--- src/rtl/alu_seq_pkg.sv ---
// Shared types for the sequential ALU: function codes and FSM states.
// Imported by alu_seq and shift_add_mul.
package alu_seq_pkg;

    typedef enum logic [2:0] {
        FN_ADD  = 3'b000,
        FN_OR   = 3'b001,
        FN_AND  = 3'b010,
        FN_CAT  = 3'b011,
        FN_MUL  = 3'b100,
        FN_ACC  = 3'b101,
        FN_SHL  = 3'b110,
        FN_HOLD = 3'b111
    } func_t;

    typedef enum logic {
        IDLE = 1'b0,
        MUL  = 1'b1
    } state_t;

endpackage

--- src/rtl/shift_add_mul.sv ---
// Unsigned N x N shift-add multiplier, one iteration per clock.
// Ports: Clock, Reset, load (capture A/B), A, B, busy, done (final iteration), product.
module shift_add_mul
    import alu_seq_pkg::*;
#(
    parameter int N = 4
) (
    input  logic           Clock,
    input  logic           Reset,
    input  logic           load,
    input  logic [N-1:0]   A,
    input  logic [N-1:0]   B,
    output logic           busy,
    output logic           done,
    output logic [2*N-1:0] product
);

    localparam int CW = (N > 1) ? $clog2(N) : 1;

    logic [2*N-1:0] mcand;
    logic [2*N-1:0] acc;
    logic [2*N-1:0] acc_next;
    logic [N-1:0]   mplier;
    logic [CW-1:0]  cnt;

    assign acc_next = mplier[0] ? acc + mcand : acc;

    // product is the partial sum after the current iteration, so the
    // caller can register it on the same edge as the final iteration
    assign done    = busy && (cnt == CW'(N - 1));
    assign product = acc_next;

    always_ff @(posedge Clock or posedge Reset) begin
        if (Reset) begin
            mcand  <= '0;
            mplier <= '0;
            acc    <= '0;
            cnt    <= '0;
            busy   <= 1'b0;
        end else if (load) begin
            mcand  <= {{N{1'b0}}, A};
            mplier <= B;
            acc    <= '0;
            cnt    <= '0;
            busy   <= 1'b1;
        end else if (busy) begin
            acc    <= acc_next;
            mcand  <= mcand << 1;
            mplier <= mplier >> 1;
            cnt    <= cnt + CW'(1);
            if (done) begin
                busy <= 1'b0;
            end
        end
    end

endmodule

--- src/rtl/alu_seq.sv ---
// Sequential ALU: single-cycle functions plus a multi-cycle multiply.
// Ports: Clock, Reset, A, B, Function, Start in; Busy, Done, ALUout out.
module alu_seq
    import alu_seq_pkg::*;
#(
    parameter int N = 4
) (
    input  logic           Clock,
    input  logic           Reset,
    input  logic [N-1:0]   A,
    input  logic [N-1:0]   B,
    input  logic [2:0]     Function,
    input  logic           Start,
    output logic           Busy,
    output logic           Done,
    output logic [2*N-1:0] ALUout
);

    state_t         state;
    func_t          fn;
    logic [2*N-1:0] alu_r;
    logic [2*N-1:0] single_res;
    logic [2*N-1:0] product;
    logic           load;
    logic           mul_busy;
    logic           mul_done;

    assign fn     = func_t'(Function);
    assign load   = (state == IDLE) && Start && (fn == FN_MUL);
    assign Busy   = (state == MUL);
    assign ALUout = alu_r;

    shift_add_mul #(.N(N)) u_mul (
        .Clock   (Clock),
        .Reset   (Reset),
        .load    (load),
        .A       (A),
        .B       (B),
        .busy    (mul_busy),
        .done    (mul_done),
        .product (product)
    );

    always_comb begin
        single_res = alu_r;
        unique case (fn)
            FN_ADD:  single_res = {{(N-1){1'b0}}, {1'b0, A} + {1'b0, B}};
            FN_OR:   single_res = {{(2*N-1){1'b0}}, |{A, B}};
            FN_AND:  single_res = {{(2*N-1){1'b0}}, &{A, B}};
            FN_CAT:  single_res = {A, B};
            FN_ACC:  single_res = alu_r + {{N{1'b0}}, A};
            FN_SHL:  single_res = (32'(B) >= 2 * N) ? '0 : alu_r << B;
            FN_MUL:  single_res = alu_r;
            FN_HOLD: single_res = alu_r;
        endcase
    end

    always_ff @(posedge Clock or posedge Reset) begin
        if (Reset) begin
            state <= IDLE;
            alu_r <= '0;
            Done  <= 1'b0;
        end else begin
            Done <= 1'b0;
            unique case (state)
                IDLE: begin
                    if (Start) begin
                        if (fn == FN_MUL) begin
                            state <= MUL;
                        end else begin
                            alu_r <= single_res;
                            Done  <= 1'b1;
                        end
                    end
                end
                MUL: begin
                    // Start is ignored here; only the multiplier advances
                    if (mul_busy && mul_done) begin
                        alu_r <= product;
                        Done  <= 1'b1;
                        state <= IDLE;
                    end
                end
            endcase
        end
    end

endmodule

--- config.mk ---
export PLATFORM = sky130hd
export DESIGN_NAME = alu_seq
export DESIGN_NICKNAME = d
export VERILOG_FILES = /design/src/rtl/alu_seq_pkg.sv /design/src/rtl/shift_add_mul.sv /design/src/rtl/alu_seq.sv
export SDC_FILE = /design/constraint.sdc
export NUM_CORES = 1
export LEC_CHECK = 0
export CAP_MARGIN = 5
export CORE_UTILIZATION = 51
export CTS_CLUSTER_DIAMETER = 200
export DETAILED_ROUTE_END_ITERATION = 7
export PLACE_DENSITY = 0.76
export SLEW_MARGIN = 20
export SYNTH_ARGS = -nofsm -noshare
export SYNTH_HDL_FRONTEND = slang
export SYNTH_SLANG_ARGS = --single-unit
--- constraint.sdc ---
create_clock -name Clock -period 1.85 [get_ports Clock]
set_input_delay 0.185 -clock Clock [delete_from_list [all_inputs] [get_ports Clock]]
set_output_delay 0.185 -clock Clock [all_outputs]
set_load 0.02 [all_outputs]
**Word-level counts from Yosys, hierarchy flattened**

Index checks and enable logic that the tools add are counted.
Widths: inputs -> output; s select.

- Logic and storage cells: 62
- Input bits: 14
- Output and inout bits: 10
- Flip-flop bits (word level): 33

- Mux-type cells: 26
- Equal/unequal tests: 12
- $lt $le $gt $ge: 1
- Add/subtract/negate cells: 4
- Bitwise gates (word level): 1
- Shifts and indexed selects: 1
- Reductions and logical operators: 9

Operator list:

| operator | count |
|---|---|
| $mux 8 | 9 |
| $pmux 8 s6 | 1 |
| $pmux 8 s2 | 1 |
| $eq 3x3->1 const B | 4 |
| $mux 1 | 9 |
| $add 8x4->8 | 1 |
| $add 8x8->8 | 1 |
| $mux 4 | 2 |
| $reduce_and 8->1 | 1 |
| $reduce_or 8->1 | 1 |
| $shl 8x4->8 | 1 |
| $eq 3x2->1 const B | 2 |
| $ne 2x2->1 const B | 3 |
| $add 4x4->5 | 1 |
| $ge 4x4->1 const B | 1 |
| $logic_and 1x1->1 | 4 |
| $mux 2 | 2 |
| $pmux 1 s2 | 2 |
| $reduce_and 4->1 | 1 |
| $eq 3x1->1 const B | 1 |
| $logic_not 3->1 | 1 |
| $add 2x1->2 const B | 1 |
| $eq 2x2->1 const B | 1 |
| $ne 2x1->1 const B | 1 |
| other kinds (2) | 2 |

**Longest topological paths before layout**

- Depth after elaboration: 6
- Depth in mapped cells: 8
- Gate-level depth less buffers: 8

**Modules after synthesis**

From an unflattened synthesis, not the netlist that was laid out.

- Cells, all modules: 320
- Area, all modules: 2805.2 um2

By module, submodules not included:

| module | sequential area each (um2) | area each (um2) | cells an instance | times used |
|---|---|---|---|---|
| shift_add_mul | 575.6 | 1441.4 | 150 | 1 |
| alu_seq | 250.2 | 1363.8 | 170 | 1 |

**Worst setup path before layout**

Ideal clock, no wire load.

- Path type: reg-to-reg
- From: register alu_r[0] (netlist: ALUout[0])
- To: register alu_r[4] (netlist: ALUout[4])
- Arrival: 2104 ps
- Buffers on the path: 0
- Cell stages (with the launch flop): 8
- Path slack: -382 ps
- Data required time: 1722 ps
- Path through: dfrtp_1 -> ha_1 -> fa_1 -> a211oi_1 -> or4b_2 -> a32o_1 -> a21oi_1 -> o21ai_0

- Cells in the longest elaborated chain, start to end: 6

Ends and longest elaborated chain:

| element | line | RTL |
|---|---|---|
| from (decl) | alu_seq.sv:21 | `logic [2*N-1:0] alu_r;` |
| from (signal assigned) | alu_seq.sv:71 | `alu_r <= single_res;` |
| from (signal assigned) | alu_seq.sv:79 | `alu_r <= product;` |
| parallel branches: the longest is 2 deep, another holds $add 8x4->8 | - |  |
| $pmux 8 s6 (*) | alu_seq.sv:46 | `unique case (fn)` |
| $mux 8 (*) | alu_seq.sv:68 | `if (fn == FN_MUL) begin` |
| $mux 8 (*) | alu_seq.sv:67 | `if (Start) begin` |
| $pmux 8 s2 (*) | alu_seq.sv:65 | `unique case (state)` |

Every way passes the cells marked *. The select of a mux whose other input is x is not followed.
A chain may end at the register's enable or synchronous reset.

**Worst setup path after layout**

- From: register u_mul.acc[1]
- To: register u_mul.acc[7]

- Cells in the longest elaborated chain, start to end: 4

Ends and longest elaborated chain:

| element | line | RTL |
|---|---|---|
| from (decl) | shift_add_mul.sv:21 | `logic [2*N-1:0] acc;` |
| from (signal assigned) | shift_add_mul.sv:47 | `acc <= acc_next;` |
| $add 8x8->8 | shift_add_mul.sv:26 | `assign acc_next = mplier[0] ? acc + mcand : acc;` |
| $mux 8 | shift_add_mul.sv:26 |  |
| $mux 8 | shift_add_mul.sv:46 | `end else if (busy) begin` |
| $mux 8 | shift_add_mul.sv:40 | `end else if (load) begin` |

Every way passes these cells. The select of a mux whose other input is x is not followed.

==> results.py <==
metrics = {
    "sta": {
        "worst_pin_slew_ps": 475.5,
        "slew_violations": 0,
        "slew_headroom_pct": 68.30,
        "finalCriticalPeriod_ps": 2057,
        "hold_viol": 0,
        "finalWorstSetupSlack_ps": -206.9,
        "report.final.setup_viol": 9,
        "rsz0062_at_grt": "true",
        "fin_crit_sh_pct": 111.2,
        "skew_ps": 9.771,
        "fmax_mhz": 486.2,
    },
    "power": {
        "p_total_mw": 5.857,
        "p_sw_mw": 2.554,
        "p_sw_share_pct": 43.60,
        "comb_power_share_pct": 66.0,
        "power_density_nw_per_um2": 1447,
        "seq_power_share_pct": 23.7,
        "intPower_mw": 3.303,
        "leakage_nw": 1.820,
        "clock_power_share_pct": 10.4,
        "peakVddDrop_mv": 1.044,
    },
    "synth": {
        "synth_cell_type_count": 64,
        "seq_area_frac_synth_pct": 29.27,
        "syn_area_per_cell_sq_um": 8.602,
        "synth.top_cell.area_share_pct": 29.27,
        "synth_flop_cell": "dfrtp_1",
        "synth_seq_cells": 33,
        "syn_inst": 328,
        "synthesis.nets": 361,
        "yosys_warnings": 0,
        "ys_top_cells_by_area": "dfrtp_1 (29%), mux2i_1 (8.2%), ha_1 (7.1%), nand2_1 (6.0%), o21ai_0 (4.1%)",
        "yosysTopAreaCell": "dfrtp_1",
        "synth_edf_count": 0,
        "async_reset_ff_share_pct": 100.0,
        "synth_area_sq_um": 2821,
    },
    "layout": {
        "seqCellArea_sq_um": 832.0,
        "diodes": 0,
        "multi_input_area_sq_um": 2082,
        "fillCellCount": 355,
        "fin_area_sq_um": 4048,
        "nNetsFinal": 462,
        "area_growth_pct": 43.46,
        "drive_gt1_share_pct": 33.26,
    },
    "grt": {
        "grt_pass1_wl_um": 15570,
        "grt_pass1_vias": 3199,
        "gr-total-overflow": 0,
        "grt_usage_pct": 34.26,
        "antenna_found_initial": 0,
        "grt_max_degree": 34,
    },
    "route": {
        "drt-vias-per-instance": 6.170,
        "drtAntennaViolNets": 0,
        "wl_per_cell_um": 19.06,
        "drc": 0,
        "drt_iter0_markers": 241,
        "dr.pass1.iters": 5,
        "postRouteWirelength_um": 9528,
        "vias": 3085,
    },
    "placement": {
        "port_buffers": 23,
        "dpl.hpwl_um": 6825,
        "gp_congestion": 0.9998,
        "place_area_sq_um": 3687,
        "dp_slack_ps": -504.4,
    },
    "critical_path": {
        "crit_path_start_kind": "register",
        "crit_type": "reg -> reg",
        "required_ps": 2090,
        "crit_fanout": 3,
        "endpoint_kind": "register",
        "arrival_ps": 2290,
    },
    "clock_tree": {
        "insertion_delay_ps": 290,
        "root_buffer": "clkbuf_8",
        "clk_path_buf_depth": 2,
        "cts_tree": "yes",
        "cts.sinks": 33,
        "cts_made_buffers": 5,
        "htreeDepth": 2,
        "cts_hold_buffers": 0,
        "clkTransAtPathRegs_ps": 80,
    },
    "floorplan": {
        "die_area_sq_um": 5834,
        "coreArea_sq_um": 5205,
        "die_y_um": 76.38,
        "rows": 26,
        "chipWidth_um": 76.38,
        "initial_core_util_pct": 54.21,
        "io_pins": 24,
    },
    "run_status": {
        "violations": "negative setup slack",
        "status": "finished with violations",
    },
    "hold_path": {
        "hold_path_class": "in -> async",
    },
    "flow_run": {
        "cap_viol_max_count": 0,
    },
}
==> cell usage in the layout (no fill, tap or decap), types with 3 or more instances in the layout <==
| master | netlist | layout |
|---|---|---|
| clkbuf_8 | 0 | 6 |
| ha_4 | 0 | 6 |
| mux2i_1 | 23 | 22 |
| dlygate4sd2_1 | 0 | 4 |
| o21ai_2 | 1 | 3 |
| nor2_1 | 26 | 26 |
| xnor2_1 | 6 | 5 |
| nor2b_1 | 3 | 3 |
| a211oi_4 | 0 | 4 |
| a21o_1 | 4 | 4 |
| a221o_1 | 4 | 4 |
| nor3_1 | 5 | 3 |
| dfrtp_2 | 0 | 5 |
| o21ai_1 | 0 | 3 |
| o211ai_1 | 4 | 4 |
| ha_1 | 16 | 9 |
| xor2_1 | 3 | 3 |
| inv_1 | 13 | 13 |
| nand2b_1 | 4 | 4 |
| buf_4 | 1 | 84 |
| dfrtp_1 | 33 | 28 |
| a21oi_1 | 20 | 17 |
| nor3b_1 | 4 | 4 |
| nand3_1 | 9 | 9 |
| a21oi_2 | 0 | 3 |
| nand2_1 | 45 | 45 |
| clkdlybuf4s50_1 | 0 | 19 |
| o21ai_0 | 23 | 17 |
| buf_6 | 3 | 4 |
==> sequential cells by signal, summed over array words and instances (netlist names) <==
register,count
ALUout,8
u_mul.acc,8
u_mul.mcand,8
u_mul.mplier,4
u_mul.cnt,2
Busy,1
Done,1
u_mul.busy,1
==> final timing paths <==
check	start	endpoint	slack [ps]	depth (start not counted)
worst max register to register	u_mul.acc[1]$_DFFE_PP0P_	u_mul.acc[7]$_DFFE_PP0P_	-210	7
worst min-delay path	Reset	u_mul.acc[2]$_DFFE_PP0P_	300	3
worst max-delay path	u_mul.acc[1]$_DFFE_PP0P_	u_mul.acc[7]$_DFFE_PP0P_	-210	7
max in group asynchronous	Reset	ALUout[1]$_DFFE_PP0P_	1200	3
worst min register to register	u_mul.cnt[1]$_DFFE_PP0P_	u_mul.cnt[1]$_DFFE_PP0P_	540	2
min in group Clock	A[0]	u_mul.mcand[0]$_DFFE_PP0P_	540	4
==> per-layer routing <==
metal	global-route usage (%)	vias up	share of wire [%]
met3	7.665	29	7.3
li1	-	1405	-
met1	46.15	1488	43
met4	11.73	0	2.5
met5	0	-	0
met2	54.14	163	47
==> power groups by stage <==
stage	Sequential [mW]	Combinational, mW	Clock, mW
floorplan	1.42	1.77	0
global placement	1.32	3.18	0
detailed placement	1.35	3.27	0
CTS	1.37	3.64	0.602
global route	1.41	4.14	0.636
finish	1.39	3.86	0.608
==> cell type report <==
| type | instances | share of cell area [%] |
|---|---|---|
| flip-flops and latches | 33 | 20.56 |
| multi-input cells | 265 | 51.44 |
| inverters | 13 | 1.206 |
| clock buffers | 6 | 2.040 |
| clock inverters | 2 | 0.3400 |
| well taps | 70 | 2.164 |
| repair buffers | 111 | 22.26 |
==> cells in the mapped netlist (4+ instances only) <==
library cell,count
nor3b_1,4
inv_1,13
dfrtp_1,33
nand2b_1,4
nand2_1,45
clkbuf_1,7
a221o_1,4
buf_2,5
a21o_1,4
nand3_1,9
o21ai_0,23
ha_1,16
xnor2_1,6
a21oi_1,20
mux2i_1,23
a211oi_1,7
nor2_1,26
o211ai_1,4
nor3_1,5
==> through the flow <==
step,utilization [%],hold WS [ps],instances,setup TNS [ps]
floorplan,-,301.8,328,-320.9
global placement,70.84,507.3,483,-3006
detailed placement,70.84,528.7,483,-3619
CTS,76.66,308.6,499,-1078
global route,77.76,336.3,500,-1775
finish,77.76,296.5,500,-1138
==> worst max-delay path, cell delays in order, from the launching register on <==
cell	delay, ps
dfrtp_2	450
ha_4	260
a211oi_4	280
buf_6	150
o21ai_4	60
and3_4	200
or4_1	530
nand2_1	80
==> timing repair <==
| action | 4_1_cts | 5_1_grt |
|---|---|---|
| setup buffers | 8 | 1 |
| pin swaps | 21 | 6 |
| cloned | 0 | 0 |
| resized for setup | 35 | 10 |
| endpoints found under the setup margin | 11 | 13 |
==> logic make-up after synthesis <==
kind of cell             after synthesis  share of synthesized area (%)
AND/OR/NAND/NOR                      119                          20.75
flip-flops                            33                          29.27
buffers and inverters                 30                          5.144
adder cells (fa/ha/maj)               19                          9.224
multiplexers                          28                          11.49
AO/OA/AOI/OAI                         90                          21.33
XOR/XNOR                               9                          2.794
No activity file was read; power rests on OpenSTA's default activity.
